### config.mk
export PLATFORM = sky130hd
export DESIGN_NAME = axi_reg_bridge
export DESIGN_NICKNAME = d
export VERILOG_FILES = /design/src/rtl/axi_pkg.sv /design/src/rtl/axi_burst_addr.sv /design/src/rtl/axi_reg_bridge.sv
export SDC_FILE = /design/constraint.sdc
export NUM_CORES = 1
export LEC_CHECK = 0
export CAP_MARGIN = 10
export CORE_AREA = 5 5 161 163
export DETAILED_ROUTE_END_ITERATION = 10
export DIE_AREA = 0 0 166 168
export PLACE_DENSITY = 0.62
export SETUP_SLACK_MARGIN = 0.05
export SYNTH_ARGS = -nofsm -noshare
export SYNTH_HDL_FRONTEND = slang
export SYNTH_SLANG_ARGS = --single-unit
### constraint.sdc
create_clock -name clk -period 2.35 [get_ports clk]
set_input_delay 0.47 -clock clk [delete_from_list [all_inputs] [get_ports clk]]
set_output_delay 0.47 -clock clk [all_outputs]
set_load 0.03 [all_outputs]
### src/rtl/axi_pkg.sv
// Shared definitions for the AXI4-to-register-bus bridge.
// Contents: burst and response codes, bridge FSM state and grant encodings.
package axi_pkg;

   localparam logic [1:0] BURST_FIXED = 2'b00;
   localparam logic [1:0] BURST_INCR  = 2'b01;
   localparam logic [1:0] BURST_WRAP  = 2'b10;

   localparam logic [1:0] RESP_OKAY   = 2'b00;
   localparam logic [1:0] RESP_SLVERR = 2'b10;

   typedef enum logic [2:0] {
      ST_IDLE,
      ST_WR_DATA,
      ST_WR_RESP,
      ST_RD_ADDR,
      ST_RD_CAPT,
      ST_RD_RESP
   } state_t;

   typedef enum logic {
      GNT_READ,
      GNT_WRITE
   } grant_t;

endpackage

### src/rtl/axi_burst_addr.sv
// Next-beat address generator for AXI bursts, confined to the current 4 KiB page.
// Ports: addr/size/burst in, next_addr out (combinational).
import axi_pkg::*;

module axi_burst_addr #(
   parameter int ADDR_WIDTH = 32
) (
   input  logic [ADDR_WIDTH-1:0] addr,
   input  logic [2:0]            size,
   input  logic [1:0]            burst,
   output logic [ADDR_WIDTH-1:0] next_addr
);

   logic [1:0]  sz;
   logic [11:0] step;
   logic [11:0] low;

   always_comb begin
      // Data bus is 64 bits, so a beat never moves more than 8 bytes.
      sz   = (size > 3'd3) ? 2'd3 : size[1:0];
      step = 12'd1 << sz;
      low  = addr[11:0] + step;
      unique case (burst)
         // WRAP is handled as INCR; reserved 2'b11 as FIXED.
         BURST_INCR,
         BURST_WRAP: next_addr = {addr[ADDR_WIDTH-1:12], low};
         default:    next_addr = addr;
      endcase
   end

endmodule

### src/rtl/axi_reg_bridge.sv
// AXI4 slave to single-cycle register-bus bridge: one register access per beat,
// FIXED/INCR bursts, fair read/write arbitration, one transaction at a time.
// Ports: clk, rst (sync, active high); AXI4 AW/W/B/AR/R slave channels;
// register bus o_reg_we/o_reg_re/o_reg_addr/o_reg_be/o_reg_wdata, i_reg_rdata
// (registered by target, valid the cycle after o_reg_re).
import axi_pkg::*;

module axi_reg_bridge #(
   parameter int ID_WIDTH   = 1,
   parameter int ADDR_WIDTH = 32
) (
   input  logic                  clk,
   input  logic                  rst,
   input  logic [ID_WIDTH-1:0]   i_awid,
   input  logic [ADDR_WIDTH-1:0] i_awaddr,
   input  logic [7:0]            i_awlen,
   input  logic [2:0]            i_awsize,
   input  logic [1:0]            i_awburst,
   input  logic                  i_awvalid,
   output logic                  o_awready,
   input  logic [63:0]           i_wdata,
   input  logic [7:0]            i_wstrb,
   input  logic                  i_wlast,
   input  logic                  i_wvalid,
   output logic                  o_wready,
   output logic [ID_WIDTH-1:0]   o_bid,
   output logic [1:0]            o_bresp,
   output logic                  o_bvalid,
   input  logic                  i_bready,
   input  logic [ID_WIDTH-1:0]   i_arid,
   input  logic [ADDR_WIDTH-1:0] i_araddr,
   input  logic [7:0]            i_arlen,
   input  logic [2:0]            i_arsize,
   input  logic [1:0]            i_arburst,
   input  logic                  i_arvalid,
   output logic                  o_arready,
   output logic [ID_WIDTH-1:0]   o_rid,
   output logic [63:0]           o_rdata,
   output logic [1:0]            o_rresp,
   output logic                  o_rlast,
   output logic                  o_rvalid,
   input  logic                  i_rready,
   output logic                  o_reg_we,
   output logic                  o_reg_re,
   output logic [ADDR_WIDTH-1:0] o_reg_addr,
   output logic [7:0]            o_reg_be,
   output logic [63:0]           o_reg_wdata,
   input  logic [63:0]           i_reg_rdata
);

   state_t                state_q;
   grant_t                last_q;
   logic [ID_WIDTH-1:0]   id_q;
   logic [ADDR_WIDTH-1:0] addr_q;
   logic [ADDR_WIDTH-1:0] next_addr;
   logic [7:0]            len_q;
   logic [2:0]            size_q;
   logic [1:0]            burst_q;
   logic [7:0]            cnt_q;
   logic                  err_q;
   logic [63:0]           rdata_q;

   logic idle;
   logic aw_gnt;
   logic ar_gnt;
   logic last_beat;
   logic wr_data;
   logic rd_addr;

   axi_burst_addr #(
      .ADDR_WIDTH(ADDR_WIDTH)
   ) u_burst_addr (
      .addr      (addr_q),
      .size      (size_q),
      .burst     (burst_q),
      .next_addr (next_addr)
   );

   assign idle      = (state_q == ST_IDLE);
   assign wr_data   = (state_q == ST_WR_DATA);
   assign rd_addr   = (state_q == ST_RD_ADDR);
   assign last_beat = (cnt_q == len_q);

   // On a tie the side that did not win last time is served.
   assign aw_gnt = idle & i_awvalid
                 & (~i_arvalid | (last_q == GNT_READ));
   assign ar_gnt = idle & i_arvalid
                 & (~i_awvalid | (last_q == GNT_WRITE));

   assign o_awready = aw_gnt;
   assign o_arready = ar_gnt;

   assign o_wready    = wr_data;
   assign o_reg_we    = wr_data & i_wvalid;
   assign o_reg_re    = rd_addr;
   assign o_reg_addr  = addr_q;
   assign o_reg_be    = wr_data ? i_wstrb :
                        rd_addr ? 8'hFF   : 8'h00;
   assign o_reg_wdata = wr_data ? i_wdata : 64'd0;

   assign o_bvalid = (state_q == ST_WR_RESP);
   assign o_bid    = id_q;
   assign o_bresp  = (o_bvalid & err_q) ? RESP_SLVERR : RESP_OKAY;

   assign o_rvalid = (state_q == ST_RD_RESP);
   assign o_rid    = id_q;
   assign o_rdata  = rdata_q;
   assign o_rresp  = RESP_OKAY;
   assign o_rlast  = o_rvalid & last_beat;

   always_ff @(posedge clk) begin
      if (rst) begin
         state_q <= ST_IDLE;
         last_q  <= GNT_READ;
         id_q    <= '0;
         addr_q  <= '0;
         len_q   <= '0;
         size_q  <= '0;
         burst_q <= '0;
         cnt_q   <= '0;
         err_q   <= 1'b0;
         rdata_q <= '0;
      end else begin
         unique case (state_q)
            ST_IDLE: begin
               if (aw_gnt) begin
                  id_q    <= i_awid;
                  addr_q  <= i_awaddr;
                  len_q   <= i_awlen;
                  size_q  <= i_awsize;
                  burst_q <= i_awburst;
                  cnt_q   <= '0;
                  err_q   <= 1'b0;
                  last_q  <= GNT_WRITE;
                  state_q <= ST_WR_DATA;
               end else if (ar_gnt) begin
                  id_q    <= i_arid;
                  addr_q  <= i_araddr;
                  len_q   <= i_arlen;
                  size_q  <= i_arsize;
                  burst_q <= i_arburst;
                  cnt_q   <= '0;
                  err_q   <= 1'b0;
                  last_q  <= GNT_READ;
                  state_q <= ST_RD_ADDR;
               end
            end
            ST_WR_DATA: begin
               if (i_wvalid) begin
                  // Beat count comes from awlen; a misplaced wlast only flags an error.
                  if (i_wlast != last_beat) err_q <= 1'b1;
                  addr_q <= next_addr;
                  if (last_beat) state_q <= ST_WR_RESP;
                  else           cnt_q   <= cnt_q + 8'd1;
               end
            end
            ST_WR_RESP: begin
               if (i_bready) state_q <= ST_IDLE;
            end
            ST_RD_ADDR: begin
               state_q <= ST_RD_CAPT;
            end
            ST_RD_CAPT: begin
               rdata_q <= i_reg_rdata;
               state_q <= ST_RD_RESP;
            end
            ST_RD_RESP: begin
               if (i_rready) begin
                  if (last_beat) begin
                     state_q <= ST_IDLE;
                  end else begin
                     cnt_q   <= cnt_q + 8'd1;
                     addr_q  <= next_addr;
                     state_q <= ST_RD_ADDR;
                  end
               end
            end
            default: state_q <= ST_IDLE;
         endcase
      end
   end

endmodule

Yosys cells after proc, flatten, opt, wreduce, memory -nomap -nowiden
Cells that the tools add are included.
W data, S select, Z words.
{"block": "totals", "in_bits": 236, "reg_bits": 123, "elab_cells": 92, "out_inout_bits": 182}
{"block": "op_classes", "n_addsub": 2, "bitwise": 12, "magnitude_cmp": 1, "shift": 1, "mux": 40, "reduce_logical": 10, "eq_ne": 16}
{"op": "$mux W32", "count": 5}
{"op": "$pmux W32 S3", "count": 1}
{"op": "$mux W8", "count": 9}
{"op": "$mux W64", "count": 1}
{"op": "$mux W3", "count": 8}
{"op": "$pmux W8 S3", "count": 1}
{"op": "$pmux W3 S6", "count": 1}
{"op": "$add A12 B12 Y12", "count": 1}
{"op": "$mux W12", "count": 1}
{"op": "$shl A1 B2 Y12 const A", "count": 1}
{"op": "$mux W2", "count": 5}
{"op": "$reduce_and A5 Y1", "count": 2}
{"op": "$add A8 B1 Y8 const B", "count": 1}
{"op": "$eq A8 B8 Y1", "count": 1}
{"op": "$reduce_and A4 Y1", "count": 2}
{"op": "$and A1 B1 Y1", "count": 7}
{"op": "$mux W1", "count": 7}
{"op": "$eq A3 B2 Y1 const B", "count": 2}
{"op": "$eq A3 B3 Y1 const B", "count": 2}
{"op": "$ne A2 B1 Y1 const B", "count": 3}
{"op": "$ne A2 B2 Y1 const B", "count": 3}
{"op": "$reduce_bool A2 Y1", "count": 2}
{"op": "$eq A3 B1 Y1 const B", "count": 1}
{"op": "$gt A3 B2 Y1 const B", "count": 1}
{"op": "11 further kinds", "count": 14}

Logic depth before layout (Yosys ltp)
{"block": "depth", "word_depth": 8, "ltp_mapped": 9, "ltp_nobuf": 9}

Modules after synthesis
Synthesis repeated with hierarchy kept, for this count alone.
{"block": "unflattened", "hier_cells": 851, "area_unflattened_um2": 6643.9}
{"mod": "axi_reg_bridge", "instances": 1, "area_each_um2": 6085.8, "cells_per_inst": 776}
{"mod": "axi_burst_addr", "instances": 1, "area_each_um2": 558.0, "cells_per_inst": 75}

Worst setup path before layout
No wires, ideal clock.
{"block": "synth_path", "path_kind": "register to register", "from": "register state_q[1]", "to": "register addr_q[6], in the netlist o_reg_addr[6]", "arrival_time_ns": 2.239, "period_less_slack_ns": 2.358, "stages_incl_launch_ff": 10, "required_time_ns": 2.231, "path_buffers": 3, "path_slack_ns": -0.008, "cell_sequence": "dfxtp_1 > buf_2 > nand2b_1 > buf_2 > nor2_1 > nand3_1 > inv_1 > buf_2 > nor3_1 > o221a_2"}
{"block": "synth_via", "elab_cells_between_ends": 15, "classes_between": "eq/ne: 6; mux: 2; bitwise: 4; reduce/logical: 3"}
{"item": "from (decl)", "line_no": "axi_reg_bridge.sv:51", "source": "state_t state_q;"}
{"item": "from (signal assigned)", "line_no": "axi_reg_bridge.sv:113", "source": "state_q <= ST_IDLE;"}
{"item": "from (signal assigned)", "line_no": "axi_reg_bridge.sv:135", "source": "state_q <= ST_WR_DATA;"}
{"item": "from (signal assigned)", "line_no": "axi_reg_bridge.sv:145", "source": "state_q <= ST_RD_ADDR;"}
{"item": "$eq A3 B3 Y1 *"}
{"item": "via o_rvalid", "line_no": "axi_reg_bridge.sv:41", "source": "output logic o_rvalid,"}
{"item": "$ne A2 B2 Y1 (no source line) (tied with other cells)"}
{"item": "$reduce_and A5 Y1 (no source line)"}
{"item": "to (signal assigned)", "line_no": "axi_reg_bridge.sv:128", "source": "addr_q <= i_awaddr;"}
{"item": "to (signal assigned)", "line_no": "axi_reg_bridge.sv:138", "source": "addr_q <= i_araddr;"}
{"item": "to (signal assigned)", "line_no": "axi_reg_bridge.sv:152", "source": "addr_q <= next_addr;"}
{"item": "to (decl)", "line_no": "axi_reg_bridge.sv:54", "source": "logic [ADDR_WIDTH-1:0] addr_q;"}
Mark *: on every way through the listed nets, which the timed path passes. The rest lies on a longest branch.
A chain may end at the register's enable or synchronous reset.

Worst setup path after layout
{"block": "layout_path", "from": "register size_q[2]", "to": "register addr_q[8], in the netlist o_reg_addr[8]"}
{"block": "layout_via", "elab_chain_cells": 8, "elab_cells_between_ends": 9, "classes_between": "add/sub: 1; order compare: 1; shift: 1; mux: 6"}
{"item": "from (decl)", "line_no": "axi_reg_bridge.sv:57", "source": "logic [2:0] size_q;"}
{"item": "from (signal assigned)", "line_no": "axi_reg_bridge.sv:130", "source": "size_q <= i_awsize;"}
{"item": "from (signal assigned)", "line_no": "axi_reg_bridge.sv:140", "source": "size_q <= i_arsize;"}
{"item": "$gt A3 B2 Y1 *", "line_no": "axi_burst_addr.sv:20", "source": "sz = (size > 3'd3) ? 2'd3 : size[1:0];"}
{"item": "$mux W2 *", "line_no": "axi_burst_addr.sv:20"}
{"item": "$shl A1 B2 Y12 *", "line_no": "axi_burst_addr.sv:21", "source": "step = 12'd1 << sz;"}
{"item": "$add A12 B12 Y12 *", "line_no": "axi_burst_addr.sv:22", "source": "low = addr[11:0] + step;"}
{"item": "$mux W12 *", "line_no": "axi_burst_addr.sv:23", "source": "unique case (burst)"}
{"item": "$mux W32", "line_no": "axi_reg_bridge.sv:169", "source": "if (last_beat) begin"}
{"item": "$mux W32", "line_no": "axi_reg_bridge.sv:168", "source": "if (i_rready) begin"}
{"item": "$pmux W32 S3 *", "line_no": "axi_reg_bridge.sv:124", "source": "unique case (state_q)"}
{"item": "to (signal assigned)", "line_no": "axi_reg_bridge.sv:128"}
{"item": "to (signal assigned)", "line_no": "axi_reg_bridge.sv:138"}
{"item": "to (signal assigned)", "line_no": "axi_reg_bridge.sv:173", "source": "addr_q <= next_addr;"}
Every way passes the cells marked *; elsewhere a longest branch is shown, timed or not. The select of a mux whose other input is x is not followed.

==> reports/summary.txt <==
# IOs -> 418
Clock latency on the worst-skew pair -> 0.41 ns
Combinational fraction of design power -> 55.8%
GP Congestion -> 0.8760
Synthesized area per cell -> 7.759 µm²
Slew Viols, Final -> 0
Worst Max-Slew Pin Slew -> 0.7673 ns
Max cap viols -> 0
Row cnt -> 57
Library cells used by synthesis -> 60
Final Hold Fails -> 0
Routed vias -> 7294
DR DRC count -> 0
Hold path start -> o_rdata[26]
CP endpoint -> o_reg_addr[8]
Crit path launch type -> register
Most used DFF post-synth -> dfxtp_1
Remaining Overflow, GRT -> 0
Placed Cells -> 1507
Crit Reg-Reg Startpoint -> size_q[2]
Routed vias/inst -> 4.709
Non-Filler Instances -> 1549
Cell Int Power -> 0.006821 W
Crit path from -> size_q[2]
Die Ht -> 168 µm
Buf/Inv on CP -> 1
Worst Path Max Fanout -> 5
DRT iter0 DRCs -> 347
VDD IR-drop max -> 473.8 µV
Worst reg-to-reg setup slack -> 0.09 ns
Initial antenna violation count -> 1
Fin crit share -> 96.20%
Critical-path cell list -> nor3_4, ha_2, inv_2, fa_2, nand2b_4, a211o_1, or3_1, o221a_2
CTS buffer count -> 17
Share of power burned in registers -> 23.8%
Core Region -> 24180 µm²
Register area share after synthesis -> 39.38%
Initial Util -> 25.87%
Share of post-route cells with drive strength above 1 -> 17.16%
Slew margin rel. -> 48.85%
CTS tree -> built
Crit path kind -> reg -> reg
Routed Wire Length -> 28270 µm
Vias in the first global route -> 7195
Status -> finished, final reports clean
Yosys reg bits -> 123
Area leader, netlist -> dfxtp_1
CTS max path bufs -> 2
Post-DP HPWL -> 21440 µm
Largest net degree at the start of global routing -> 70
Area added between synthesis and finish -> 86.75%
Fin Setup TNS -> 0 ns
Levels on crit path -> 8
Reg2Reg Capture Point -> o_reg_addr[8]
Die Width -> 166 µm
Hold crit path type -> reg -> reg
Reg clk slew, reported paths -> 0.06 ns
Tmin final -> 2.261 ns
Clk pwr share -> 20.5%
Post-route ant nets -> 0
Delay-heaviest family, CP -> simple AND/OR/NAND/NOR gates
CTS H-tree depth -> 4
Avg WL per Cell -> 18.25 µm
Pre-Repair DR Iteration Count -> 5
Post-synth ARST share -> 0%
CP Capture Type -> register
Worst Skew -> 0.01144 ns
Area contributors post-synth -> dfxtp_1 39%, nand2_1 9.7%, a21oi_1 8.2%, and3_1 6.6%, mux2_2 3.8%
Commonest cells post-synth -> 161 x nand2_1, 123 x dfxtp_1, 102 x a21oi_1
CTS Hold Bufs -> 0
Ys Warns -> 0
Nets -> 1453
First-pass GRT wire length -> 42380 µm
DIE AREA -> 27890 µm²
RSZ-0062 raised after global routing -> true
CP peak stage delay -> 0.36 ns
Top cell type's share of synthesized area -> 39.38%
PwrDens -> 1020 nW/µm²
Slowest stage cell on the critical path -> dfxtp_4
Max frequency -> 0.4424 GHz
CTS Root Cell -> clkbuf_16
CP Data Required Time -> 2.65 ns
Pleak -> 4.526 nW
Num Clock Sinks -> 123
Most common cell in the netlist -> nand2_1
Final setup fails -> 0
GRT Overall Usage -> 19.02%
Mapped Cells -> 806
Switching Power -> 0.005093 W
Length in cells of the worst reg-to-reg path -> 8
Port-buffer cells -> 414
EDFF count, synth -> 0
Post-Syn Area -> 6253 µm²
Critical path arrival -> 2.56 ns
Sw frac -> 42.75%
==> worst reg2reg max path: cells and delay by family (launching register included) <==
kind / cells / cell delay, ns
buffers and inverters: 1 / 0.04
AND/OR/NAND/NOR: 3 / 0.65
AO/OA/AOI/OAI: 2 / 0.57
adder cells (fa/ha/maj): 2 / 0.53
flip-flops: 1 / 0.36
==> placed cells by master, fill, tap and decap left out, drive strengths merged, types with 3 or more instances in the layout <==
master / count
inv: 18
and2: 5
nor3: 10
clkdlybuf4s50: 332
nand2b: 5
nand3: 19
and3: 66
a211oi: 20
clkinvlp: 3
xnor2: 8
nor2: 51
o21ai: 42
ha: 5
conb: 3
a211o: 3
buf: 118
dfxtp: 123
a21oi: 102
mux2i: 21
nand2: 161
mux2: 21
o221a: 3
clkinv: 6
a31oi: 7
clkbuf: 19
o32ai: 3
a21o: 4
nand4: 5
or3: 7
==> layout make-up <==
class | instances | area (µm²)
Antenna cell | 1 | 2.502
Clock buffer | 18 | 439.2
Clock inverter | 14 | 111.4
Fill cell | 2339 | 12500
Inverter | 13 | 48.80
Multi-Input combinational cell | 603 | 3527
Sequential cell | 123 | 2476
Tap cell | 324 | 405.4
Timing Repair Buffer | 453 | 4668
==> power groups by stage <==
stage | Sequential (W) | Combinational [W] | Clock, W
floorplan | 0.00326 | 0.00317 | 0
global placement | 0.00283 | 0.00641 | 0
detailed placement | 0.00284 | 0.00642 | 0
CTS | 0.00281 | 0.00652 | 0.00251
global route | 0.00288 | 0.00708 | 0.00263
finish | 0.00283 | 0.00664 | 0.00244
==> sequential cells by signal (all words and copies together), names as in the netlist, 2 cells and up <==
name	flops
o_rdata	64
o_reg_addr	32
cnt_q	8
len_q	8
size_q	3
state_q	3
burst_q	2
==> stage by stage <==
step	power, W	cell area, µm²	hold slack, ns	worst slack, ns	util [%]
detailed placement	0.009263	10940	0.4453	0.03120	45.26
CTS	0.01184	11540	0.4533	0.04035	47.74
finish	0.01191	11680	0.4515	0.08936	48.31
floorplan	0.006434	6264	0.4455	0.07625	-
global route	0.01259	11680	0.4720	0.01256	48.31
global placement	0.009246	10940	0.4402	0.04478	45.26
==> timing repair <==
action	CTS	global route
cloned	0	1
pin swaps	1	9
buffers inserted	1	7
gates resized for setup	12	21
setup endpoints to repair	20	42
==> metal layers <==
layer / global-route usage, % / vias up / share of wire [%]
li1: - / 3617 / -
met1: 21.43 / 3343 / 40
met2: 33.61 / 314 / 50
met3: 7.503 / 20 / 8.7
met4: 5.093 / 0 / 1.6
met5: 0 / - / 0
==> worst min path at each step <==
stage / end / slack, ns / depth (start not counted)
3_3_place_gp: o_rdata[28] / 0.44 / 2
6_report: o_rdata[26] / 0.45 / 2
5_1_grt: o_rdata[23] / 0.47 / 2
3_5_place_dp: o_rdata[33] / 0.45 / 2
4_1_cts: o_rdata[26] / 0.45 / 2
2_1_floorplan: err_q / 0.45 / 2
==> cell families (layout without fill, tap and decap cells) <==
group,after synthesis,after routing,share of synthesized area [%]
adder cells (fa/ha/maj),6,6,1.321
buffers and inverters,82,498,5.862
other,1,4,0.05997
flip-flops,123,123,39.38
AO/OA/AOI/OAI,205,205,19.71
XOR/XNOR,10,10,1.401
multiplexers,42,42,7.143
AND/OR/NAND/NOR,337,337,25.13
(Power assumes the default switching activity.)
==> RTL edit 1 (config.mk and constraints unchanged) <==
`ADDR_WIDTH` is set to 32 in 2 places; all go to 48.
--- a/src/rtl/axi_burst_addr.sv
+++ b/src/rtl/axi_burst_addr.sv
@@ -3,7 +3,7 @@
 import axi_pkg::*;
 
 module axi_burst_addr #(
-   parameter int ADDR_WIDTH = 32
+   parameter int ADDR_WIDTH = 48
 ) (
    input  logic [ADDR_WIDTH-1:0] addr,
    input  logic [2:0]            size,
--- a/src/rtl/axi_reg_bridge.sv
+++ b/src/rtl/axi_reg_bridge.sv
@@ -7,7 +7,7 @@
 
 module axi_reg_bridge #(
    parameter int ID_WIDTH   = 1,
-   parameter int ADDR_WIDTH = 32
+   parameter int ADDR_WIDTH = 48
 ) (
    input  logic                  clk,
    input  logic                  rst,
Ports: changed (resized i_araddr, i_awaddr and o_reg_addr); port bits go from 418 to 466. No check against the original RTL was run, so the function may have changed too.
==> RTL edit 1 against the unedited design <==
- cell area increased by 16%
- highest routed layer is now met5
- clock power is 8.6% higher
- synthesized area up 10%
- worst setup slack got worse by 36 ps
- total power decreased by 12%
- count of clock-buffer cells in the layout unchanged
- sequential cell count is 16 higher
- critical endpoint is now o_reg_we
- wire length grew 21%
==> RTL edit 1: results (changes against the unedited design) <==
[layout]
nNonClkBuffers=529  ; +17%
multi_input_cells=661  ; +9.6%
nNetsFinal=1632  ; +12%
seq_share_pct=20.71  ; -0.49 points
multi_input_area_mm2=0.003929  ; +11%
seq_area_mm2=0.002795  ; +13%
numSequentialCells=139  ; +13%
inverters=10  ; -3
syn_to_final_growth_pct=96.23
buf_share_pct=42.63  ; +2.7 points
clk_share_pct=4.246  ; -0.47 points
drive_gt1_share_pct=21.02  ; +3.9 points
stdcell_count=1695  ; +9.4%

[pwr]
power.density_mw_per_mm2=774.2  ; -24%
powerSeq_mw=2.84  ; about the same
power.internal_mw=6.596  ; -3.3%
vdd_drop_max_mv=0.3975  ; -16%
p_comb_share_pct=47.4  ; -8.4 points

[placement]
gp_congestion=0.9248  ; +5.6%
dpl_cell_area_mm2=0.01238  ; +13%
dp_slack_ps=-200.1  ; -231.3 ps
io_buffers=462  ; +12%
dpl.hpwl_um=26450  ; +23%

[sta]
fin_skew_ps=13.43  ; +1.990 ps
hold_slack_ps=447.8  ; -3.764 ps

[synth]
yosysSeqAreaShare_pct=40.46  ; +1.1 points
synthTopCellsByCount=nand2_1, dfxtp_1, a21oi_1
ys_top_cells_by_area=dfxtp_1, nand2_1, a21oi_1
synth.top_cell.area_share_pct=40.46  ; +1.1 points
yosysUniqueCellTypes=56  ; -6.7%
syn_area_per_cell_um2=7.851  ; +1.2%

[drt]
via_count=7986  ; +9.5%
dr.pass1.iters=4  ; -1
finalWirelength_um=34220  ; +21%
drt-initial-drc-count=538  ; +55%

[global_route]
grt_max_degree=66  ; -5.7%
grtUsageTotal_pct=22.84  ; +3.8 points
grt_pass1_wl_um=49140  ; +16%

[min_path]
whs_endpoint=o_reg_addr[46]$_SDFFE_PP0P_

[clocking]
cts_setup_buffers=5  ; +4

[setup_path]
crit_fanout=8  ; +3
reg2reg_slack_ps=220  ; +130 ps
r2r_cells=10  ; +2

[run_status]
status=completed

## RTL edit 1: cell count changes in the layout (fill, tap and decap cells not counted), moves of 20 or more
cell,delta
clkdlybuf4s50_1,+47
and3_1,-59
nand2_1,+50
buf_6,+24
and2_1,+20
and2_4,+45
o21ai_0,-23
## RTL edit 1: worst max path at each step
stage                             from                         end  slack, ps
4_1_cts        state_q[1]$_SDFFE_PP0P_             o_reg_wdata[23]       -0.7
2_1_floorplan  state_q[0]$_SDFFE_PP0P_  o_reg_addr[5]$_SDFFE_PP0P_        220
5_1_grt        state_q[1]$_SDFFE_PP0P_                    o_reg_we         20
6_report       state_q[1]$_SDFFE_PP0P_                    o_reg_we         50
3_5_place_dp                 i_awvalid  o_reg_addr[3]$_SDFFE_PP0P_       -200
3_3_place_gp                 i_awvalid  o_reg_addr[3]$_SDFFE_PP0P_       -160
## RTL edit 1: layer usage
metal | vias up | routed length (um) | share of wire [%] | track usage, %
li1 | 3923 | - | - | -
met1 | 3698 | 13340 | 39 | 25.94
met2 | 303 | 17060 | 50 | 39.84
met3 | 58 | 2445 | 7.1 | 7.245
met4 | 4 | 1356 | 4.0 | 9.362
met5 | - | 20 | 0.058 | 0
## RTL edit 1: logic make-up (layout without fill, tap and decap cells)
family	count (synthesis)	count (layout)	share of synthesized area, %
AOI/OAI and AO/OA	193	193	16.48
xor gates and xnor gates	13	13	1.655
adders and majority gates	6	6	1.201
buffers and inverters	78	570	4.966
DFF	139	139	40.46
muxes	60	60	9.478
other	1	4	0.05452
and+or+nand+nor	386	386	25.70
## RTL edit 1: critical path, stage by stage (launching register included)
cell and delay [ps]:
dfxtp_4 360, buf_8 130, nand2b_4 150, nor2_4 140
buf_8 170, clkbuf_16 170, and2_4 170, buf_12 120
==> RTL edit 2 (same settings) <==
Without the edit above. The 6 states of `state_t` get a Gray code encoding in 3 bits.
--- a/src/rtl/axi_pkg.sv
+++ b/src/rtl/axi_pkg.sv
@@ -10,12 +10,12 @@
    localparam logic [1:0] RESP_SLVERR = 2'b10;
 
    typedef enum logic [2:0] {
-      ST_IDLE,
-      ST_WR_DATA,
-      ST_WR_RESP,
-      ST_RD_ADDR,
-      ST_RD_CAPT,
-      ST_RD_RESP
+      ST_IDLE    = 3'b000,
+      ST_WR_DATA = 3'b001,
+      ST_WR_RESP = 3'b011,
+      ST_RD_ADDR = 3'b010,
+      ST_RD_CAPT = 3'b110,
+      ST_RD_RESP = 3'b111
    } state_t;
 
    typedef enum logic {
Behaviour: no difference found for any inputs over 4 cycles, from zero or initial values and one cycle with rst high; so few cycles prove little.
==> RTL edit 2 against the unedited design <==
- synthesized area fell by 1.0%
- total power rose by 1.8%
- cell area rose by 0.50%
- global-route usage rose by 0.57 points
- critical path depth fell by 4
- clock power rose by 8.6%
- sequential share of layout area fell by 0.14 points
- worst setup slack improved by 24 ps
- wire length rose by 3.6%
- sequential cell count did not move
- via count fell by 1.0%
- largest cell class unchanged
==> RTL edit 2: results (changes against the unedited design) <==
[synth]
syn_area_per_cell_um2=7.718  ; -0.53%
synthCells=802  ; -0.50%
ys_top_cells_by_area=dfxtp_1, nand2_1, a21oi_1
synthTopCellsByCount=nand2_1, dfxtp_1, a21oi_1

[drt]
drt-initial-drc-count=473  ; +36%
wl_per_cell_um=18.77  ; +2.9%
viasPerCell=4.629  ; -1.7%

[placement]
dp.cells=1521  ; +0.93%
dp_slack_ps=12.71  ; -18.50 ps
gp_congestion=0.8813  ; +0.61%
dpl.hpwl_um=22610  ; +5.5%

[layout]
multi_input_area_share_pct=29.89  ; -0.31 points
nNonClkBuffers=464  ; +2.4%
fill_cells=2292  ; -2.0%
drive_gt1_share_pct=17.72  ; +0.56 points
seq_share_pct=21.06  ; -0.14 points
antenna_cells=0  ; -1
buf_share_pct=40.20  ; +0.23 points
multi_input_area_mm2=0.003508  ; -0.53%
inverters=12  ; -1
multi_input_cells=606  ; +0.50%
clk_share_pct=5.010  ; +0.30 points

[pwr]
vdd_drop_max_mv=0.5886  ; +24%
switching_share_pct=41.92  ; -0.83 points
p_leak_nw=4.546  ; +0.44%

[global_route]
grt_max_degree=65  ; -7.1%
antenna_found_initial=0  ; -1
grtUsageTotal_pct=19.59  ; +0.57 points

[run_status]
status=completed

[sta]
max_slew.worst_pin.slew_ps=700.8  ; -66.47 ps

==> RTL edit 2: cell count changes after synthesis, moves of 16 or more <==
cell and change:
a311oi_1 +16, nor2_1 -21, o21ai_0 -25, and3_1 -61
and2_1 +63, a211oi_1 -19, nand2_1 +56
==> RTL edit 2: metal layers <==
metal	vias up	global-route usage (%)	routed length, um
met5	-	0	0
met3	12	7.878	2439
met1	3363	24.82	12870
met2	273	32.07	13740
met4	0	3.336	235
li1	3573	-	-
==> RTL edit 2: path summary, 6_finish.rpt <==
| path | cells after the start | endpoint | startpoint | slack [ps] |
|---|---|---|---|---|
| worst max register to register | 10 | o_reg_addr[10]$_SDFFE_PP0P_ | size_q[2]$_SDFFE_PP0P_ | 170 |
| worst max-delay path | 4 | o_wready | state_q[2]$_SDFFE_PP0P_ | 110 |
| worst min register to register | 2 | o_rdata[15]$_SDFFE_PP0P_ | o_rdata[15]$_SDFFE_PP0P_ | 450 |
| worst min-delay path | 2 | o_rdata[15]$_SDFFE_PP0P_ | o_rdata[15]$_SDFFE_PP0P_ | 450 |
==> RTL edit 2: what timing repair did <==
action                     4_1_cts  5_1_grt
setup buffers                    0        5
pin swaps                        1        3
cloned                           0        3
gates resized for setup         18       19
setup endpoints to repair       79       75
==> RTL edit 2: critical path, stage by stage, from the launching register on <==
cell and delay [ps]:
dfxtp_4 380, nor3b_4 260, buf_6 200, buf_4 120, dlygate4sd2_1 390
==> RTL edit 2: cells by family (layout without fill, tap and decap cells) <==
group                    Yosys count  count (layout)  synth area share (%)
AND/OR/NAND/NOR                  367             367                 27.63
AO/OA/AOI/OAI                    188             188                 19.04
flip-flops                       123             123                 39.78
buffers and inverters             75             507                 5.114
multiplexers                      30              30                 5.337
XOR/XNOR                          12              12                 1.698
adder cells (fa/ha/maj)            6               6                 1.334
other                              1               3               0.06058
